**config.mk**
```make
export PLATFORM = sky130hd
export DESIGN_NAME = axi_pkt_arbiter
export DESIGN_NICKNAME = d
export VERILOG_FILES = /design/src/rtl/axi_pkt_arbiter_pkg.sv /design/src/rtl/axi_pkt_arbiter_rr_pick.sv /design/src/rtl/axi_pkt_arbiter.sv
export SDC_FILE = /design/constraint.sdc
export NUM_CORES = 1
export LEC_CHECK = 0
export CAP_MARGIN = 25
export CORE_AREA = 2 2 153 155
export DETAILED_ROUTE_END_ITERATION = 6
export DIE_AREA = 0 0 155 157
export DONT_BUFFER_PORTS = 1
export PLACE_DENSITY = 0.3
export SLEW_MARGIN = 40
export SYNTH_ARGS = -nofsm -noshare
export SYNTH_HDL_FRONTEND = slang
export SYNTH_HIERARCHICAL = 1
export SYNTH_SLANG_ARGS = --single-unit
```
**constraint.sdc**
```tcl
create_clock -name clk -period 6.1 [get_ports clk]
set_input_delay 1.22 -clock clk [delete_from_list [all_inputs] [get_ports clk]]
set_output_delay 1.22 -clock clk [all_outputs]
set_load 0.01 [all_outputs]
```
**src/rtl/axi_pkt_arbiter_pkg.sv**
```systemverilog
// Shared definitions for the packet arbiter: FSM encoding, mask register
// width and the width of a port index.
package axi_pkt_arbiter_pkg;

    typedef enum logic [0:0] {
        ST_IDLE   = 1'b0,
        ST_ACTIVE = 1'b1
    } arb_state_t;

    localparam int MASK_W = 16;
    localparam int IDX_W  = 4;

    localparam logic [MASK_W-1:0] MASK_RST = 16'hFFFF;

endpackage

```
**src/rtl/axi_pkt_arbiter_rr_pick.sv**
```systemverilog
// Combinational round-robin picker: first requester strictly after i_last,
// wrapping around modulo NUM_INPUTS.
module rr_pick
    import axi_pkt_arbiter_pkg::*;
#(
    parameter int NUM_INPUTS = 4
) (
    input  logic [NUM_INPUTS-1:0] i_req,
    input  logic [IDX_W-1:0]      i_last,
    output logic [IDX_W-1:0]      o_grant,
    output logic                  o_valid
);

    logic [IDX_W-1:0] w_wrap_idx;
    logic [IDX_W-1:0] w_up_idx;
    logic             w_up_hit;

    // Scan high to low so the lowest matching index is the one left standing.
    always_comb begin
        w_wrap_idx = {IDX_W{1'b0}};
        w_up_idx   = {IDX_W{1'b0}};
        w_up_hit   = 1'b0;
        for (int j = NUM_INPUTS - 1; j >= 0; j--) begin
            w_wrap_idx = i_req[j] ? IDX_W'(j) : w_wrap_idx;
            w_up_idx   = (i_req[j] && (IDX_W'(j) > i_last)) ? IDX_W'(j) : w_up_idx;
            w_up_hit   = w_up_hit | (i_req[j] && (IDX_W'(j) > i_last));
        end
    end

    assign o_grant = w_up_hit ? w_up_idx : w_wrap_idx;
    assign o_valid = |i_req;

endmodule

```
**src/rtl/axi_pkt_arbiter.sv**
```systemverilog
// Packet-granular round-robin merge of NUM_INPUTS AXI-Stream inputs onto one
// output; a grant is held from arbitration until the tlast beat is accepted.
module axi_pkt_arbiter
    import axi_pkt_arbiter_pkg::*;
#(
    parameter int WIDTH      = 64,
    parameter int NUM_INPUTS = 4,
    parameter int SR_MASK    = 0
) (
    input  logic                        clk,
    input  logic                        reset_n,
    input  logic                        clear,
    input  logic                        set_stb,
    input  logic [15:0]                 set_addr,
    input  logic [31:0]                 set_data,
    input  logic [NUM_INPUTS*WIDTH-1:0] i_tdata,
    input  logic [NUM_INPUTS-1:0]       i_tvalid,
    input  logic [NUM_INPUTS-1:0]       i_tlast,
    output logic [NUM_INPUTS-1:0]       i_tready,
    input  logic [NUM_INPUTS-1:0]       pkt_present,
    output logic [WIDTH-1:0]            o_tdata,
    output logic                        o_tvalid,
    output logic                        o_tlast,
    input  logic                        o_tready,
    output logic                        busy,
    output logic [3:0]                  cur_port
);

    localparam logic [IDX_W-1:0] LAST_RST  = IDX_W'(NUM_INPUTS - 1);
    localparam logic [15:0]      MASK_ADDR = 16'(SR_MASK);

    arb_state_t        r_state;
    arb_state_t        w_state_nxt;
    logic [IDX_W-1:0]  r_grant;
    logic [IDX_W-1:0]  w_grant_nxt;
    logic [IDX_W-1:0]  r_last;
    logic [IDX_W-1:0]  w_last_nxt;
    logic [MASK_W-1:0] r_mask;

    logic [NUM_INPUTS-1:0] w_elig;
    logic [IDX_W-1:0]      w_pick;
    logic                  w_pick_valid;
    logic [WIDTH-1:0]      w_sel_data;
    logic                  w_sel_valid;
    logic                  w_sel_last;
    logic                  w_beat_last;
    logic                  w_mask_wr;
    logic                  w_unused;

    // i_tvalid deliberately plays no part in eligibility.
    assign w_elig    = pkt_present & r_mask[NUM_INPUTS-1:0];
    assign w_mask_wr = set_stb && (set_addr == MASK_ADDR);
    assign w_unused  = ^{set_data[31:MASK_W], r_mask};

    rr_pick #(
        .NUM_INPUTS (NUM_INPUTS)
    ) u_rr_pick (
        .i_req   (w_elig),
        .i_last  (r_last),
        .o_grant (w_pick),
        .o_valid (w_pick_valid)
    );

    // Select the granted input's data, valid and last.
    always_comb begin
        w_sel_data  = {WIDTH{1'b0}};
        w_sel_valid = 1'b0;
        w_sel_last  = 1'b0;
        for (int n = 0; n < NUM_INPUTS; n++) begin
            w_sel_data  = (r_grant == IDX_W'(n)) ? i_tdata[n*WIDTH +: WIDTH] : w_sel_data;
            w_sel_valid = (r_grant == IDX_W'(n)) ? i_tvalid[n] : w_sel_valid;
            w_sel_last  = (r_grant == IDX_W'(n)) ? i_tlast[n] : w_sel_last;
        end
    end

    // Output stream, per-input ready and status; only the granted path is open.
    always_comb begin
        o_tdata  = {WIDTH{1'b0}};
        o_tvalid = 1'b0;
        o_tlast  = 1'b0;
        i_tready = {NUM_INPUTS{1'b0}};
        busy     = 1'b0;
        cur_port = r_last;
        if (r_state == ST_ACTIVE) begin
            o_tdata  = w_sel_data;
            o_tvalid = w_sel_valid;
            o_tlast  = w_sel_last;
            busy     = 1'b1;
            cur_port = r_grant;
            for (int n = 0; n < NUM_INPUTS; n++) begin
                i_tready[n] = (r_grant == IDX_W'(n)) & o_tready;
            end
        end else begin
            busy     = 1'b0;
            cur_port = r_last;
        end
    end

    assign w_beat_last = o_tvalid & o_tready & o_tlast;

    // Next-state logic: arbitrate in IDLE, release on the accepted tlast beat.
    always_comb begin
        w_state_nxt = r_state;
        w_grant_nxt = r_grant;
        w_last_nxt  = r_last;
        case (r_state)
            ST_IDLE: begin
                if (w_pick_valid) begin
                    w_state_nxt = ST_ACTIVE;
                    w_grant_nxt = w_pick;
                end else begin
                    w_state_nxt = ST_IDLE;
                end
            end
            ST_ACTIVE: begin
                if (w_beat_last) begin
                    w_state_nxt = ST_IDLE;
                    w_last_nxt  = r_grant;
                end else begin
                    w_state_nxt = ST_ACTIVE;
                end
            end
            default: begin
                w_state_nxt = ST_IDLE;
            end
        endcase
        // Soft clear truncates any packet in flight; the mask survives.
        if (clear) begin
            w_state_nxt = ST_IDLE;
            w_grant_nxt = r_grant;
            w_last_nxt  = LAST_RST;
        end else begin
            w_state_nxt = w_state_nxt;
        end
    end

    // State, grant, last-winner and enable-mask registers.
    always_ff @(posedge clk or negedge reset_n) begin
        if (!reset_n) begin
            r_state <= ST_IDLE;
            r_grant <= {IDX_W{1'b0}};
            r_last  <= LAST_RST;
            r_mask  <= MASK_RST;
        end else begin
            r_state <= w_state_nxt;
            r_grant <= w_grant_nxt;
            r_last  <= w_last_nxt;
            if (w_mask_wr) begin
                r_mask <= set_data[MASK_W-1:0];
            end
        end
    end

endmodule
```
### After elaboration in Yosys (flattened, before gate mapping)

Cells that the tools add are included.

* flip-flop bits (word level): 13
* input bits: 321
* output and inout bits: 75

* order comparisons: 4
* equality and inequality tests: 3
* mux-type cells: 34
* bitwise operators: 12
* reduce and logical (&&, ||, !) cells: 12

Operator list (count)
* 2-to-1 mux 64 bit: 5
* 2-to-1 mux 4 bit: 12
* logical NOT 16 bit: 1
* 2-to-1 mux 1 bit: 14
* == test 4 x 2 -> 1 bit (second input constant): 2
* greater-than comparator 1 x 4 -> 1 bit (first input constant): 2
* greater-than comparator 2 x 4 -> 1 bit (first input constant): 2
* AND 1 bit: 6
* logical AND 1 bit: 5
* AND 4 bit: 1
* == test 4 x 1 -> 1 bit (second input constant): 1
* logical NOT 4 bit: 1
* 2-to-1 mux 2 bit: 2
* nonzero test 2 bit: 2
* OR reduction 4 bit: 1
* OR 1 bit: 3
* AND reduction 3 bit: 1
* inverter 1 bit: 2
* case mux 1 bit (2 select lines): 1
* AND reduction 2 bit: 1

### Depth between registers and ports, before layout

* depth in word-level cells: 11
* mapped depth: 8
* depth with buffers taken out: 6

### By module

Netlist, hierarchy kept.

Modules (own cells, without submodules)
* axi_pkt_arbiter: instances 1, cells each 374, area each 3011.6 um^2
* rr_pick: instances 1, cells each 17, area each 91.3 um^2

### Worst setup path after synthesis

OpenSTA, ideal clock, no wires.

* path kind: input port to output port
* start point: input i_tvalid[1]
* end point: output o_tvalid
* data arrival time: 1.744 ns
* required time: 4.880 ns
* path slack: 3.136 ns
* stages on the path: 3
* path through: mux2i_1 o22ai_4 and2_1

* cells in the longest elaborated chain, start to end: 4

Ends and longest elaborated chain
* start, declared: RTL line axi_pkt_arbiter.sv:17 `input logic [NUM_INPUTS-1:0] i_tvalid,`
* 2-to-1 mux 1 bit (3 in a row): RTL line axi_pkt_arbiter.sv:71 `w_sel_valid = (r_grant == IDX_W'(n)) ? i_tvalid[n] : w_sel_valid;`
* 2-to-1 mux 1 bit: RTL line axi_pkt_arbiter.sv:84 `if (r_state == ST_ACTIVE) begin`
* end, declared: RTL line axi_pkt_arbiter.sv:22 `output logic o_tvalid,`

Every way passes these cells.

### Worst setup path in the final report

* start point: register r_grant[2]
* end point: output o_tdata[45]

* cells in the longest elaborated chain, start to end: 6

Ends and longest elaborated chain
* start, declared: RTL line axi_pkt_arbiter.sv:34 `logic [IDX_W-1:0] r_grant;`
* start signal, assigned: RTL line axi_pkt_arbiter.sv:141 `r_grant <= {IDX_W{1'b0}};`
* start signal, assigned: RTL line axi_pkt_arbiter.sv:146 `r_grant <= w_grant_nxt;`
* logical NOT 4 bit: RTL line axi_pkt_arbiter.sv:70 `w_sel_data = (r_grant == IDX_W'(n)) ? i_tdata[n*WIDTH +: WIDTH] : w_sel_data;`
* 2-to-1 mux 64 bit (3 in a row): RTL line axi_pkt_arbiter.sv:70
* 2-to-1 mux 64 bit *: RTL line axi_pkt_arbiter.sv:70
* 2-to-1 mux 64 bit *: RTL line axi_pkt_arbiter.sv:84
* end, declared: RTL line axi_pkt_arbiter.sv:21 `output logic [WIDTH-1:0] o_tdata,`

Mark *: on every way between the ends. The rest lies on a longest branch, timed or not.

==> results <==
- The flow ran to the end, and the final reports show no timing, DRC or antenna violations.
- The required time at the endpoint of the critical path is just under 5000 ps.
- The power share of the clock group is 0.481.
- Counting tap cells, the placed design contains a total of between 600 and 700 instances.
- The first global-routing pass estimated 20.0 mm of wire.
- In this run the standard cell core region covers 22500 µm².
- The leakage power is ~1.1 nW.
- The share of synthesized area in the top cell type comes to 0.213.
- The count of endpoints failing hold in the final timing report is 0.
- The dominant cell by count in the synthesized netlist is mux2i_1.
- The critical path's top delay family is simple AND/OR/NAND/NOR gates.
- The weighted congestion reported at the end of routability-driven placement is 0.732.
- The worst setup path is launched from a flop.
- The max-slew violation count is 0.
- Of the total power, the share spent switching nets is 0.217.
- By startpoint and endpoint, the worst setup path is classified as flop to output pin.
- The mapped netlist covers 3100 µm².
- STA classifies the critical path endpoint as an output pin.
- Ranked by total cell area, the synthesized netlist is headed by mux2i_1 (21%), a221o_1 (14%), and3_1 (9.1%), nand2_1 (6.2%), dfrtp_1 (5.6%).
- The synthesized design contains 0 enable-type register cells.
- In the global route stage, met3 resource usage came out at 0.0149.
- The instance area after placement is 3270 µm².
- The measured slew at the worst slew-check pin is 793 ps.
- TritonCTS built the clock tree.
- The floorplan has 55 rows.
- The post-detailed-route DRC marker count is 0.
- The worst min-delay path category is flop to flop.
- In this run the power spent charging and discharging nets is 56.4 µW.
- The y dimension of the die is approximately 160 µm.
- After detailed routing, the average wire length per cell comes to ~23 µm.
- The count of hold-fix buffers inserted at cts is 0.
- The share of total power dissipated in sequential elements is 0.335.
- After synthesis, the share of flip-flops with an asynchronous set or reset is 1.00.
- The share of total power dissipated in combinational logic is 0.184.
- The sum of negative setup slack is 0 ps.
- The initial detailed-routing violation count is 283.
- The initial antenna violation count came to 2.
- The worst-path maximum fanout is 47.
- After synthesis, the most frequently instantiated cells are mux2i_1 (66), nand2_1 (51), and3_1 (45), a221o_1 (43), nor2_1 (19).
- The clock reaches the later pin of the worst-skew pair after 240 ps.
- The area growth from synthesis to layout is 8.31%.
- The total congestion overflow is 0.
- Prior to clock tree synthesis, the placed netlist has a worst setup slack of 2260 ps.
- Among all stages on the critical path, the largest delay is contributed by or3_1.
- Before antenna repair, the detailed router went through 5 iterations.
- The synthesized design contains 13 register bits.
- For this run, the register share of the synthesized area comes to 0.107.
- The number of post-CTS setup repair buffers is 0.
- The die covers 24300 µm².
- The share of layout cells above drive strength 1 is 0.106.
- The largest single stage delay on the critical path is roughly 740 ps.
- For this run, global-route usage on met1 was measured as 0.140.
- The maximum number of buffers from clock root to sink is 2.
- The cell sitting at the root of the clock tree is a clkbuf_16.
- For this run, the post-layout net count is 681.
- The busiest layer in global routing is met2.
- The final instance area is around 3400 µm².
- The internal portion of the total power is 203 µW.
- Entering global routing, the biggest net connects 58 pins.
- Counting both buffers and inverters, the worst setup path holds a total of 0.
- The signal on the critical path passes through or3_1 > nor2_8 > a221o_1 > and3_1.
- The post-route worst setup slack is 2100 ps.
- The number of CTS-inserted buffers is 3.
- The wire-length estimate of the detail-placed layout is 12.3 mm.
- The total I/O pin count is 396.
- In this run the tightest slew margin relative to its limit is 0.469.
- Once detail routing completed, the nets flagged for antenna violations numbered 0.
- The gate count of the mapped netlist is slightly below 400.
- The count of H-tree levels built during CTS is 1.
- The clock-pin slew of the registers on the worst-case setup and hold paths is 50 ps.
- The leading area contributor after synthesis is mux2i_1.
- The number of vias in the routed layout is 3258.
- Setup repair after global routing left no endpoint under its margin.
- The detailed-route wire length is 15.2 mm.
- The width of the die is approximately 160 µm.
- The worst clock skew is 0.456 ps.
- The total power density per cell area is 77.3 nW/µm².
- The global routing met2 resource utilization is 0.180.
- The highest clock rate is ~250 MHz.
- The dominant register cell in the synthesized netlist is dfrtp_1.
- Across the VDD grid, the largest voltage drop is about 0.15 mV.
- The number of warnings reported in the yosys synthesis log is 6.
- Data on the critical path arrives at its endpoint at 2780 ps.
- The mean number of vias per cell is 5.04.
- Across every metal layer, demand over resource in global routing totals 0.109.
- The filler cells instantiated in the layout total 2561.
- The number of failing setup endpoints in the final timing report is 0.
- The post-route minimum period is between 4000 and 5000 ps.
- In the finished design, the share of the clock period the worst path needs comes to 0.656.
- The netlist uses 47 different library cells.
- CTS saw 13 sinks.
- Max-cap violations in this run came to 0.
- Dividing the synthesized area by the synthesized cell count gives 7.94 µm².
- The number of global-route vias before repair is 3039.
- The post-cts repair resize count is 0.
- For this configuration, the core starts out at a cell density of 0.138.
- The count of cells in the finished layout, fillers not included, comes to 647.
- Input and output buffers added on the ports amount to 0.
==> registers in the layout, summed over array words and instances (netlist names) <==
| register | flops |
|---|---|
| r_mask | 4 |
| r_grant | 4 |
| r_state | 1 |
| r_last | 4 |
==> path summary, 6_finish.rpt <==
check	from	to	slack, ps	cells after the start
setup / recovery	r_grant[2]$_DFFE_PN0P_	o_tdata[45]	2100	4
hold / removal	r_last[0]$_DFFE_PN1P_	r_last[0]$_DFFE_PN1P_	540	2
setup reg to reg	r_grant[0]$_DFFE_PN0P_	r_last[1]$_DFFE_PN1P_	3540	5
hold reg to reg	r_last[0]$_DFFE_PN1P_	r_last[0]$_DFFE_PN1P_	540	2
max in group asynchronous	reset_n	r_last[1]$_DFFE_PN1P_	5260	0
min in group asynchronous	reset_n	r_last[3]$_DFFE_PN0P_	670	0
==> power groups by stage <==
stage / Sequential (mW) / Combinational (mW) / Clock [mW]
after floorplan: 0.0880 / 0.0406 / 0
after global placement: 0.0883 / 0.0471 / 0
after detailed placement: 0.0883 / 0.0482 / 0
after CTS: 0.0871 / 0.0484 / 0.127
after global routing: 0.0870 / 0.0521 / 0.133
final: 0.0871 / 0.0477 / 0.125
==> layout make-up <==
type | count | area [µm²] | area share
well taps | 285 | 357 | 0.106
inverters | 2 | 7.51 | 0.00223
diodes | 3 | 7.51 | 0.00223
clock buffers | 4 | 78.8 | 0.0235
repair buffers | 8 | 63.8 | 0.0190
multi-input cells | 332 | 2510 | 0.746
flip-flops and latches | 13 | 338 | 0.101
==> cells by family (layout without fill, tap and decap cells) <==
kind of cell	count (synthesis)	after routing	share of synthesized area
compound gates	90	90	0.253
simple gates	163	163	0.296
mux	77	77	0.253
other cells	1	5	0.00121
buf+inv	47	14	0.0895
flops	13	13	0.107
==> cell usage in the layout (no fill, tap or decap), drive strengths merged, types with 4 or more instances in the layout <==
cell type  netlist  final
nor2b           14     14
clkbuf          13      4
o211a            5      5
nor2            20     20
nor3             5      5
buf             32      8
mux2            11     11
a221oi          14     14
and3            45     45
dfstp            6      6
nor3b            5      5
nand3            4      4
mux2i           66     66
a221o           43     43
o21ai           16     16
and2             8      8
nand2           51     51
dfrtp            7      7
==> stage by stage <==
stage	hold slack [ps]	utilization	total power [mW]
6_report	544	0.149	0.260
5_1_grt	570	0.149	0.272
4_1_cts	551	0.149	0.263
3_5_place_dp	546	0.145	0.137
3_3_place_gp	526	0.145	0.135
2_1_floorplan	481	-	0.129
==> worst register-to-register path, delay by kind of cell, from the launching register on <==
kind                   cells  cell delay [ps]
DFF                        1              740
buffers and inverters      1              590
muxes                      1              520
AOI/OAI and AO/OA          2              440
and+or+nand+nor            1              210
==> layer usage <==
layer  vias to the layer above  routed length, µm
met3                        34                989
met1                      1554               6440
met2                       230               7070
met5                         -                  0
li1                       1440                  -
met4                         0                699
Power figures use the tool's default switching activity.
